$ cat src/rtl/sensor_pkg.sv
// Shared constants and types for the sensor command link (transmit and receive paths).
package sensor_pkg;

  localparam logic [7:0]  CMD_HDR0   = 8'hFF;
  localparam logic [7:0]  CMD_HDR1   = 8'hAA;
  localparam logic [7:0]  UNLOCK_REG = 8'h69;
  localparam logic [15:0] UNLOCK_VAL = 16'hB588;

  typedef struct packed {
    logic [7:0]  addr;
    logic [15:0] data;
  } sensor_cmd_t;

  typedef enum logic [1:0] {ST_IDLE, ST_START, ST_DATA, ST_STOP} tx_state_e;
  typedef enum logic [1:0] {FR_IDLE, FR_SEND, FR_GAP} frame_state_e;

  // Byte 0 sits in the low bits so bytes go out in increasing index order.
  function automatic logic [39:0] build_frame(input sensor_cmd_t cmd);
    return {cmd.data[15:8], cmd.data[7:0], cmd.addr, CMD_HDR1, CMD_HDR0};
  endfunction

  function automatic logic [7:0] frame_byte(input logic [39:0] frame, input logic [2:0] idx);
    logic [7:0] b;
    case (idx)
      3'd0:    b = frame[7:0];
      3'd1:    b = frame[15:8];
      3'd2:    b = frame[23:16];
      3'd3:    b = frame[31:24];
      default: b = frame[39:32];
    endcase
    return b;
  endfunction

endpackage

$ cat src/rtl/uart_tx_byte.sv
// 8N1 serializer for one byte, LSB first; a new byte can be taken in the last stop-bit cycle.
module uart_tx_byte
  import sensor_pkg::*;
#(
  parameter int CLKS_PER_BIT = 16
) (
  input  logic       clk,
  input  logic       rst_n,
  input  logic       byte_valid,
  input  logic [7:0] byte_data,
  output logic       byte_ready,
  output logic       txd
);

  localparam int BIT_W = $clog2(CLKS_PER_BIT);
  localparam logic [BIT_W-1:0] BIT_LAST = BIT_W'(CLKS_PER_BIT - 1);

  tx_state_e        state, state_next;
  logic [BIT_W-1:0] bit_timer, bit_timer_next;
  logic [2:0]       bit_idx, bit_idx_next;
  logic [7:0]       shift, shift_next;
  logic             txd_next;
  logic             bit_end;

  assign bit_end    = (bit_timer == BIT_LAST);
  assign byte_ready = (state == ST_IDLE) || ((state == ST_STOP) && bit_end);

  always_ff @(posedge clk) begin
    if (!rst_n) begin
      state     <= ST_IDLE;
      bit_timer <= '0;
      bit_idx   <= '0;
      shift     <= '0;
      txd       <= 1'b1;
    end else begin
      state     <= state_next;
      bit_timer <= bit_timer_next;
      bit_idx   <= bit_idx_next;
      shift     <= shift_next;
      txd       <= txd_next;
    end
  end

  // The shift register moves right so the next data bit is always shift[1].
  always_comb begin
    state_next     = state;
    bit_timer_next = ((state == ST_IDLE) || bit_end) ? '0 : bit_timer + 1'b1;
    bit_idx_next   = bit_idx;
    shift_next     = shift;
    txd_next       = txd;
    case (state)
      ST_IDLE: begin
        if (byte_valid) begin
          state_next = ST_START;
          shift_next = byte_data;
          txd_next   = 1'b0;
        end
      end
      ST_START: begin
        if (bit_end) begin
          state_next   = ST_DATA;
          bit_idx_next = '0;
          txd_next     = shift[0];
        end
      end
      ST_DATA: begin
        if (bit_end) begin
          if (bit_idx == 3'd7) begin
            state_next = ST_STOP;
            txd_next   = 1'b1;
          end else begin
            bit_idx_next = bit_idx + 3'd1;
            shift_next   = {1'b0, shift[7:1]};
            txd_next     = shift[1];
          end
        end
      end
      ST_STOP: begin
        if (bit_end) begin
          if (byte_valid) begin
            state_next = ST_START;
            shift_next = byte_data;
            txd_next   = 1'b0;
          end else begin
            state_next = ST_IDLE;
          end
        end
      end
      default: state_next = ST_IDLE;
    endcase
  end

endmodule

$ cat src/rtl/sensor_cmd_tx.sv
// Frames register-write commands as FF AA addr data_lo data_hi over UART with a trailing idle gap.
// Define SENSOR_CMD_UNLOCK_EN to send the unlock frame (FF AA 69 88 B5) plus gap ahead of every command.
module sensor_cmd_tx
  import sensor_pkg::*;
#(
  parameter int CLKS_PER_BIT = 16,
  parameter int GAP_BITS     = 2
) (
  input  logic        clk,
  input  logic        rst_n,
  input  logic        cmd_valid,
  output logic        cmd_ready,
  input  logic [7:0]  cmd_addr,
  input  logic [15:0] cmd_data,
  output logic        txd,
  output logic        busy,
  output logic        done
);

  localparam int GAP_CYCLES = GAP_BITS * CLKS_PER_BIT;
  localparam int GAP_W = (GAP_CYCLES > 0) ? $clog2(GAP_CYCLES + 1) : 1;
  localparam logic [GAP_W-1:0] GAP_LAST = GAP_W'((GAP_CYCLES > 0) ? GAP_CYCLES - 1 : 0);

  frame_state_e     state, state_next;
  logic             armed;
  logic [2:0]       byte_idx, byte_idx_next;
  logic [GAP_W-1:0] gap_timer, gap_timer_next;
  logic [39:0]      frame_q, frame_next;
  logic             byte_valid, byte_ready;
  logic [7:0]       byte_data;
  logic             frame_end, gap_end, last_frame, accept, launch;

`ifdef SENSOR_CMD_UNLOCK_EN
  logic        unlock_phase, unlock_phase_next;
  sensor_cmd_t cmd_q, cmd_next;
  assign last_frame = !unlock_phase;
`else
  assign last_frame = 1'b1;
`endif

  // The ready/done cycle is the final idle cycle, so an accept there starts the next start bit on time.
  assign frame_end  = (state == FR_SEND) && (byte_idx == 3'd4) && byte_ready;
  assign gap_end    = (GAP_CYCLES == 0) ? frame_end : ((state == FR_GAP) && (gap_timer == GAP_LAST));
  assign done       = gap_end && last_frame;
  assign cmd_ready  = armed && ((state == FR_IDLE) || done);
  assign busy       = (state != FR_IDLE) && !done;
  assign accept     = cmd_valid && cmd_ready;
  assign launch     = accept || (gap_end && !last_frame);
  assign byte_valid = launch || ((state == FR_SEND) && (byte_idx != 3'd4) && byte_ready);
  assign byte_data  = launch ? CMD_HDR0 : frame_byte(frame_q, byte_idx + 3'd1);

  always_ff @(posedge clk) begin
    if (!rst_n) begin
      state     <= FR_IDLE;
      armed     <= 1'b0;
      byte_idx  <= '0;
      gap_timer <= '0;
      frame_q   <= '0;
`ifdef SENSOR_CMD_UNLOCK_EN
      unlock_phase <= 1'b0;
      cmd_q        <= '0;
`endif
    end else begin
      state     <= state_next;
      armed     <= 1'b1;
      byte_idx  <= byte_idx_next;
      gap_timer <= gap_timer_next;
      frame_q   <= frame_next;
`ifdef SENSOR_CMD_UNLOCK_EN
      unlock_phase <= unlock_phase_next;
      cmd_q        <= cmd_next;
`endif
    end
  end

  always_comb begin
    state_next     = state;
    byte_idx_next  = byte_idx;
    gap_timer_next = gap_timer;
    frame_next     = frame_q;
`ifdef SENSOR_CMD_UNLOCK_EN
    unlock_phase_next = unlock_phase;
    cmd_next          = cmd_q;
`endif
    if (launch) begin
      state_next    = FR_SEND;
      byte_idx_next = '0;
`ifdef SENSOR_CMD_UNLOCK_EN
      if (accept) begin
        frame_next        = build_frame({UNLOCK_REG, UNLOCK_VAL});
        cmd_next          = {cmd_addr, cmd_data};
        unlock_phase_next = 1'b1;
      end else begin
        frame_next        = build_frame(cmd_q);
        unlock_phase_next = 1'b0;
      end
`else
      frame_next = build_frame({cmd_addr, cmd_data});
`endif
    end else begin
      case (state)
        FR_SEND: begin
          if (byte_ready) begin
            if (byte_idx != 3'd4) begin
              byte_idx_next = byte_idx + 3'd1;
            end else begin
              state_next     = (GAP_CYCLES == 0) ? FR_IDLE : FR_GAP;
              gap_timer_next = '0;
            end
          end
        end
        FR_GAP: begin
          if (gap_end) state_next = FR_IDLE;
          else         gap_timer_next = gap_timer + 1'b1;
        end
        default: ;
      endcase
    end
  end

  uart_tx_byte #(.CLKS_PER_BIT(CLKS_PER_BIT)) u_byte (
    .clk        (clk),
    .rst_n      (rst_n),
    .byte_valid (byte_valid),
    .byte_data  (byte_data),
    .byte_ready (byte_ready),
    .txd        (txd)
  );

endmodule

$ cat config.mk
export PLATFORM = sky130hd
export DESIGN_NAME = sensor_cmd_tx
export DESIGN_NICKNAME = d
export VERILOG_FILES = /design/src/rtl/sensor_pkg.sv /design/src/rtl/uart_tx_byte.sv /design/src/rtl/sensor_cmd_tx.sv
export SDC_FILE = /design/constraint.sdc
export NUM_CORES = 1
export LEC_CHECK = 0
export ABC_AREA = 1
export CAP_MARGIN = 20
export CORE_AREA = 4 4 80 82
export CTS_BUF_LIST = sky130_fd_sc_hd__clkbuf_8 sky130_fd_sc_hd__clkbuf_16
export CTS_CLUSTER_SIZE = 40
export DETAILED_ROUTE_END_ITERATION = 16
export DIE_AREA = 0 0 84 86
export PLACE_DENSITY_LB_ADDON = 0.12
export SLEW_MARGIN = 0
export SYNTH_ARGS = -nofsm -noshare
export SYNTH_HDL_FRONTEND = slang
export SYNTH_SLANG_ARGS = --single-unit
$ cat constraint.sdc
create_clock -name clk -period 1.75 [get_ports clk]
set_clock_uncertainty 0.05 [all_clocks]
set_input_delay 0.35 -clock clk [delete_from_list [all_inputs] [get_ports clk]]
set_output_delay 0.35 -clock clk [all_outputs]
set_load 0.01 [all_outputs]
==> results.cfg, run 1 <==
[place]
placed_area_mm2 = 0.00340
portBuffers = 30
dp_hpwl_mm = 4.62
dp.cells = 517
gp_congestion = 0.809

[final_layout]
regArea_mm2 = 0.00111
fill_cells = 515
antenna_cells = 0
nets = 494
multi_input_area_mm2 = 0.00162
stdcell_area_mm2 = 0.00376
area_growth_pct = 35.9
finalNonFillerCells = 529
drive_gt1_frac = 0.260
layout.cells.most_common_list = nand2_1, dfxtp_1, nand3_1, buf_4, inv_1
final_common_cell = nand2_1

[route]
wl_mm = 6.37
drc = 0
viasPerCell = 4.85
ant_nets = 0
wl_per_cell_um = 12.0
drtPass1Iterations = 4
vias = 2564
drtIter0Drc = 121

[global_routing]
grt_antenna_before_repair = 0
gr-total-overflow = 0
grt_first_pass_wirelength_mm = 10.5
grt_pass1_vias = 2431
grt_usage = 0.175
grt_max_degree = 21

[clock_network]
clockBufferDepth = 2
clk_pin_slew_ps = 100
hold_buffers = 0
cts_tree = built
clockRootBuffer = clkbuf_8
clock_sinks = 55
insertion_delay_ps = 300
htree_levels = 2
numCtsBuffers = 5

[worst_setup_path]
cp_num_buf_inv = 4
crit_chain = ha_4 -> inv_4 -> nor2_4 -> nand3_2 -> nand2_2 -> inv_2 -> buf_6 -> buf_6
cp-start-kind = flop
required_ps = 1350
cp_max_fo = 2
cp_common_cell = buf_6
critPathKind = reg -> out
cpMaxStageDelayCell = dfxtp_2
cp_top_family = flip-flops
critical_path_arrival_ps = 1390
slowest_delay_ps = 360
critPathCaptureType = output port

[sta]
hold_violations = 0
slew_violations = 0
relSlewSlack = 0.795
final.min_clock_period_ps = 1790
setup_viol = 2
rsz0062_at_grt = yes
max_freq_mhz = 558
worst_slew_pin_slew_ps = 305
setup_slack_ps = -41.8
min_period_over_period = 1.02

[job]
max_cap_violations = 0

[floorplan]
initial_core_util = 0.481
dieHeight_um = 86
fp.dieW_um = 84
io_pins = 31
core_mm2 = 0.00575
die_area_mm2 = 0.00722
rows = 28

[synth]
yosys_register_bits = 55
synth_top_family_by_area = simple AND/OR/NAND/NOR gates
synth_compound_area_frac = 0.131
syn_area_mm2 = 0.00277
ys_seq_area_frac = 0.398
syn_nets = 427
yosysUniqueCellTypes = 32
yosysWarnings = 0
syn_inst = 386
yosys.area.top_type = dfxtp_1
synth_xor_area_frac = 0.0222
synth_area_leaders = dfxtp_1, nand2_1, a21oi_1
synth.area.mux_share = 0
synth-adder-area-share = 0.0633
synth_top_area_frac = 0.398
syn_area_per_cell_um2 = 7.17
synth-simple-area-share = 0.299

[pwr]
power_leakage_uw = 0.00158
ir_worst_vdd_uv = 697
power_density_mw_per_mm2 = 986

[min_path]
min_path_type = reg -> reg

[outcome]
violations = negative setup slack
status = finished with violations
[timing repair]
item / CTS / global route
pin swaps: 3 / 11
setup endpoints to repair: 12 / 33
resized for setup: 29 / 51
buffers inserted: 1 / 4
cloned: 0 / 1
[area by class of cell]
| type | instances | area share |
|---|---|---|
| tap | 75 | 0.0250 |
| multi-input combinational | 273 | 0.430 |
| timing repair buffer | 72 | 0.177 |
| sequential | 55 | 0.296 |
| clock inverter | 2 | 0.00333 |
| clock buffer | 6 | 0.0220 |
| inverter | 46 | 0.0466 |
[routing by layer]
| metal | global-route usage | up-vias | routed length (um) |
|---|---|---|---|
| met4 | 0.0395 | 0 | 25 |
| met3 | 0.0384 | 2 | 167 |
| met1 | 0.213 | 1160 | 2930 |
| met5 | 0 | - | 0 |
| met2 | 0.316 | 26 | 3240 |
| li1 | - | 1376 | - |
[cells by family after synthesis]
family / Yosys count
AO/OA/AOI/OAI: 66
XOR/XNOR: 7
adder cells (fa/ha/maj): 14
buffers and inverters: 58
flip-flops: 55
AND/OR/NAND/NOR: 186
[worst min-delay path, cell delays in order, from the launching register on]
cell,delay (ps)
dfxtp_1,310
inv_1,60
a21oi_1,50
[registers in the layout (all words and copies together), names as in the netlist]
name and count:
u_byte.state 2, state 2, u_byte.bit_idx 3, armed 1, frame_q 25, u_byte.txd 1
u_byte.shift 8, gap_timer 6, byte_idx 3, u_byte.bit_timer 4
[cells in the mapped netlist (all sizes together)]
cell and instances:
a211oi 2, nor2 44, xor2 5, o21a 1, clkbuf 5, o221ai 1, inv 46, buf 7
o21ai 18, a21oi 41, nand3 42, a41oi 1, xnor2 2, ha 14, dfxtp 55, or2 1
a22oi 2, nor3 3, nand4 3, nand2 92, nor3b 1
[stage by stage]
stage	setup WS, ps	total power, uW	setup TNS [ps]	utilization	hold slack, ps
finish	-41.8	3710	-67.7	0.654	408
global route	-110	3960	-504	0.654	430
CTS	-15.7	3520	-25.1	0.617	411
detailed placement	-170	2770	-641	0.592	395
global placement	-134	2730	-371	0.592	390
floorplan	24.7	2360	0	-	328
[final timing paths]
check	from	end	slack (ps)	depth (start not counted)
max	gap_timer[1]	busy	-40	8
min	frame_q[32]	frame_q[32]	410	2
max reg2reg	gap_timer[1]	u_byte.shift[3]	70	12
min reg2reg	frame_q[32]	frame_q[32]	410	2
[power by group]
group / switching (uW) / internal (uW)
Combinational: 821 / 659
Sequential: 74.5 / 1420
Clock: 413 / 320
Total: 1310 / 2400
Note: power is estimated with default switching activity, not from simulation.
==> run 2, diff against run 1 <==
--- a/constraint.sdc
+++ b/constraint.sdc
@@ -4,2 +4,2 @@
 set_output_delay 0.35 -clock clk [all_outputs]
-set_load 0.01 [all_outputs]
+set_load 0.05 [all_outputs]
==> run 2 against run 1 <==
Effect of this change:
- the flow still finishes with violations (negative setup slack)
- flip-flop and latch count is the same
- utilization grew 2.7 points
- critical endpoint is now cmd_ready
- cell area grew 4.1%
- worst setup slack lost 60 ps
- first-iteration DRC count grew 56%
- maximum frequency shrank 3.3%
- non-clock buffer count grew 1
- count of clock-buffer cells in the layout shrank 1
- wire length grew 12%
==> results.cfg, run 2 (synthesis results as in run 1) <==
[job]
max_cap_violations = 0

[route]
wl_mm = 7.12
drtIter0Drc = 189
vias = 2674
wl_per_cell_um = 13.4
drtPass1Iterations = 4
drc = 0
viasPerCell = 5.05
ant_nets = 0

[worst_setup_path]
cp_top_family = simple AND/OR/NAND/NOR gates
cp_num_cells = 8
r2r_cells = 12
cp-start-kind = flop
r2r_start = gap_timer[1]
required_ps = 1350
crit_chain = ha_4 -> inv_4 -> nor2_4 -> nand3_4 -> nand2_4 -> inv_4 -> nor2_4 -> buf_12
critPathKind = reg -> out
critical_path.endpoint = cmd_ready
cp_max_fo = 3
rr_endpoint = u_byte.shift[2]
cpMaxStageDelayCell = dfxtp_2
ff2ff_setup_slack_ps = -40
cp_num_buf_inv = 3
critPathCaptureType = output port
slowest_delay_ps = 370
cp-startpoint = gap_timer[1]
critical_path_arrival_ps = 1450

[place]
post-place-ws_ps = -15.7
placed_area_mm2 = 0.00332
portBuffers = 30
dp.cells = 502
gp_congestion = 0.831
dp_hpwl_mm = 4.83

[pwr]
p_total_uw = 3820
power_leakage_uw = 0.00164
ir_worst_vdd_uv = 662
power_density_mw_per_mm2 = 977

[floorplan]
fp.dieW_um = 84
core_mm2 = 0.00575
initial_core_util = 0.481
dieHeight_um = 86
die_area_mm2 = 0.00722
io_pins = 31
rows = 28

[final_layout]
top_regs = frame_q (25), u_byte.shift (8), gap_timer (6)
nets = 495
final_common_cell = nand2_1
area_growth_pct = 41.4
regMostFlops = frame_q
largest_register_ffs = 25
fill_cells = 507
stdcell_area_mm2 = 0.00391
drive_gt1_frac = 0.279
post-route-util = 0.681
finalNonFillerCells = 530
layout.cells.most_common_list = nand2_1, dfxtp_1, inv_1
antenna_cells = 0

[global_routing]
grt_max_degree = 23
grt_usage = 0.188
grt_pass1_vias = 2482
grt_antenna_before_repair = 0
grt_first_pass_wirelength_mm = 11.0
gr-total-overflow = 0

[clock_network]
hold_buffers = 0
clock_sinks = 55
clk_pin_slew_ps = 100
clockBufferDepth = 2
cts_tree = built
htree_levels = 2
clockRootBuffer = clkbuf_8
insertion_delay_ps = 320
numCtsBuffers = 5

[sta]
final.min_clock_period_ps = 1850
slew_violations = 0
max_freq_mhz = 540
min_period_over_period = 1.06
worst_slew_pin_slew_ps = 312
setup_viol = 11
rsz0062_at_grt = yes
setup_slack_ps = -102
hold_violations = 0
relSlewSlack = 0.792

[min_path]
min_path_type = reg -> reg

[outcome]
status = finished with violations
violations = negative setup slack
-- run 2: cell count changes in the layout (fill, tap and decap cells not counted), moves of 4 or more --
| cell | delta |
|---|---|
| o21ai_2 | +6 |
| buf_12 | +4 |
| inv_2 | -7 |
| nand3_1 | -5 |
| o21ai_0 | -10 |
| buf_4 | -6 |
-- run 2: what timing repair did --
| item | in CTS | in global routing |
|---|---|---|
| cloned | 0 | 2 |
| pin swaps | 4 | 15 |
| buffers inserted | 5 | 15 |
| gates resized for setup | 13 | 87 |
| setup endpoints to repair | 11 | 40 |
-- run 2: routing by layer --
metal / vias to the layer above / GRT usage / part of all wire
met5: - / 0 / 0
met1: 1238 / 0.223 / 0.43
met2: 47 / 0.344 / 0.51
li1: 1378 / - / -
met3: 11 / 0.0394 / 0.040
met4: 0 / 0.0526 / 0.015
-- run 2: worst reg2reg max path: cells and delay by family, from the launching register on --
kind | cells | cell delay, ps
adder cells (fa/ha/maj) | 1 | 140
buffers and inverters | 3 | 320
flip-flops | 1 | 370
AO/OA/AOI/OAI | 2 | 170
AND/OR/NAND/NOR | 6 | 650
-- run 2: layout make-up --
cell class,count,area (um2),share of cell area
Clock buffer,5,68.8,0.0176
Timing Repair Buffer,73,753,0.193
Multi-Input combinational cell,273,1680,0.428
Clock inverter,3,23.8,0.00608
Tap cell,75,93.8,0.0240
Inverter,46,185,0.0473
Sequential cell,55,1110,0.284
-- run 2: stage by stage --
step / hold WS [ps] / TNS (ps)
6_report: 367 / -405
5_1_grt: 398 / -3490
4_1_cts: 406 / -244
3_5_place_dp: 385 / -27.5
3_3_place_gp: 382 / 0
2_1_floorplan: 328 / -429
-- run 2: worst min path at each step --
stage,from,endpoint,cells after the start
5_1_grt,u_byte.bit_timer[0],u_byte.bit_timer[0],1
3_5_place_dp,u_byte.bit_timer[0],u_byte.bit_timer[0],1
3_3_place_gp,u_byte.bit_timer[0],u_byte.bit_timer[0],1
2_1_floorplan,rst_n,armed,0
6_report,u_byte.bit_timer[0],u_byte.bit_timer[0],1
4_1_cts,u_byte.bit_timer[0],u_byte.bit_timer[0],1
-- run 2: power by group --
part | switching, uW | internal [uW]
Combinational | 919 | 670
Sequential | 82.0 | 1420
Clock | 445 | 287
==> run 3, diff against run 2 <==
ABC_AREA = 0   (was 1)
CORE_AREA = 4 4 77 79   (was 4 4 80 82)
DIE_AREA = 0 0 81 83   (was 0 0 84 86)
DONT_BUFFER_PORTS = 1   (was unset)
==> run 3 against run 2 <==
Effect of this change:
- the flow still finishes with violations (negative setup slack)
- global-route usage grew 1.1 points
- maximum frequency decreased by 3.3%
- combinational power is 25% lower
- die area fell by 6.9%
- first-iteration DRC count is 53% lower
- clock power is 18% higher
- non-clock buffer count down 15
- sequential power about the same
==> results.cfg, run 3 <==
[outcome]
status = finished with violations
violations = negative setup slack

[sta]
rsz0062_at_grt = yes
max_freq_mhz = 522
slew_violations = 0
min_period_over_period = 1.09
setup-tns-final_ps = -851
final.min_clock_period_ps = 1920
hold_violations = 0
relSlewSlack = 0.646
setup_viol = 14
worst_slew_pin_slew_ps = 530
setup_slack_ps = -165

[worst_setup_path]
ff2ff_setup_slack_ps = -60
crit_chain = ha_4 -> nand2b_4 -> or2_4 -> nor3b_4 -> buf_12
critical_path.endpoint = done
rr_endpoint = u_byte.shift[5]
critPathKind = reg -> out
cp-startpoint = gap_timer[0]
cpMaxStageDelayCell = dfxtp_2
cp_max_fo = 4
cp-start-kind = flop
critical_path_arrival_ps = 1520
cp_num_buf_inv = 1
slowest_delay_ps = 370
required_ps = 1350
r2r_start = byte_idx[0]
r2r_cells = 7
critPathCaptureType = output port
cp_top_family = simple AND/OR/NAND/NOR gates
cp_num_cells = 5

[pwr]
power_leakage_uw = 0.00141
power_density_mw_per_mm2 = 916
p_total_uw = 3590
ir_worst_vdd_uv = 527

[route]
ant_nets = 0
vias = 2338
drc = 0
wl_per_cell_um = 16.0
wl_mm = 6.66
drtPass1Iterations = 4
drtIter0Drc = 88
viasPerCell = 5.61

[final_layout]
final_common_cell = dfxtp_1
area_growth_pct = 35.9
regArea_mm2 = 0.00113
fill_cells = 420
post-route-util = 0.734
nets = 385
top_regs = frame_q (25), u_byte.shift (8), gap_timer (6)
layout.cells.most_common_list = dfxtp_1, buf_4, nor2b_1
stdcell_area_mm2 = 0.00392
antenna_cells = 0
largest_register_ffs = 25
multi_input_area_mm2 = 0.00200
regMostFlops = frame_q
drive_gt1_frac = 0.420

[clock_network]
insertion_delay_ps = 310
cts_tree = built
clockBufferDepth = 2
numCtsBuffers = 5
clock_sinks = 55
clockRootBuffer = clkbuf_8
clk_pin_slew_ps = 100
htree_levels = 2

[floorplan]
fp.dieW_um = 81
initial_core_util = 0.540
dieHeight_um = 83
core_mm2 = 0.00534
io_pins = 31
die_area_mm2 = 0.00672
rows = 27

[global_routing]
grt_pass1_vias = 2321
gr-total-overflow = 0
grt_max_degree = 56
grt_antenna_before_repair = 0
grt_first_pass_wirelength_mm = 10.8
grt_usage = 0.199

[synth]
yosysUniqueCellTypes = 59
synth_compound_area_frac = 0.195
synth_edf_count = 0
syn_area_per_cell_um2 = 9.78
yosys.area.top_type = dfxtp_1
synth.area.mux_share = 0.0989
syn_inst = 295
synth_top_family_by_area = compound AO/OA/AOI/OAI gates
synth_area_leaders = dfxtp_1, mux2i_1, ha_1
synth_xor_area_frac = 0.0330
synth_top_area_frac = 0.382
yosys_register_bits = 55
syn_area_mm2 = 0.00288
syn_nets = 336
synth-adder-area-share = 0.0607
ys_seq_area_frac = 0.382
synthTopCellsByCount = dfxtp_1, nor2b_1, mux2i_1
synth_ff_type = dfxtp_1
synth-simple-area-share = 0.184
synth_most_common_cell = dfxtp_1
async_flop_share = 0
yosysWarnings = 0

[job]
max_cap_violations = 0

[place]
dp_hpwl_mm = 4.39
portBuffers = 0
gp_congestion = 0.821
placed_area_mm2 = 0.00339

[min_path]
min_path_type = in -> reg
whs_path_depth = 1
run 3: routing by layer:
metal	share of wire	track usage	up-vias	wire length [um]
met3	0.038	0.0445	12	256
met1	0.42	0.239	1123	2790
met4	0.021	0.0661	0	137
met2	0.52	0.345	42	3470
li1	-	-	1161	-
met5	0	0	-	0
run 3: worst register-to-register path, stage by stage, from the launching register on:
cell and delay [ps]:
dfxtp_4 390, ha_4 190, xnor2_4 140, buf_4 180, buf_4 170, a32oi_2 210, a31oi_1 130, mux2_4 270
run 3: power by group:
part	leakage [uW]	total, uW	switching [uW]	internal, uW
clock network	0.0000587	863	429	434
logic	0.000892	1200	569	632
registers	0.000455	1530	151	1370
run 3: logic make-up after synthesis:
kind of cell / Yosys count
buffers and inverters: 23
muxes: 28
AOI/OAI and AO/OA: 70
and+or+nand+nor: 95
adders and majority gates: 14
DFF: 55
xor gates and xnor gates: 10
run 3: worst min path at each step:
stage | from | to
finish | rst_n | u_byte.txd
global route | rst_n | u_byte.txd
CTS | rst_n | armed
floorplan | rst_n | armed
global placement | rst_n | armed
detailed placement | rst_n | armed
run 3: metrics by stage:
| step | setup WS [ps] | hold slack [ps] | instances |
|---|---|---|---|
| after floorplan | -154 | 328 | 295 |
| after global routing | -213 | 85.5 | 417 |
| after detailed placement | -155 | 334 | 398 |
| after CTS | -214 | 5.72 | 408 |
| final | -165 | 111 | 417 |
| after global placement | -140 | 334 | 398 |
run 3: final cells by class:
cell class,instances,share of cell area
inverters,7,0.00926
repair buffers,58,0.140
multi-input cells,217,0.511
clock buffers,5,0.0176
well taps,72,0.0230
clock inverters,3,0.0121
flip-flops and latches,55,0.287
run 3: what timing repair did:
item / CTS / global route
hold buffers: 0 / 1
pin swaps: 10 / 18
endpoints found under the hold margin: 0 / 1
cloned: 0 / 1
setup endpoints to repair: 34 / 33
setup buffers: 2 / 8
resized for setup: 34 / 38
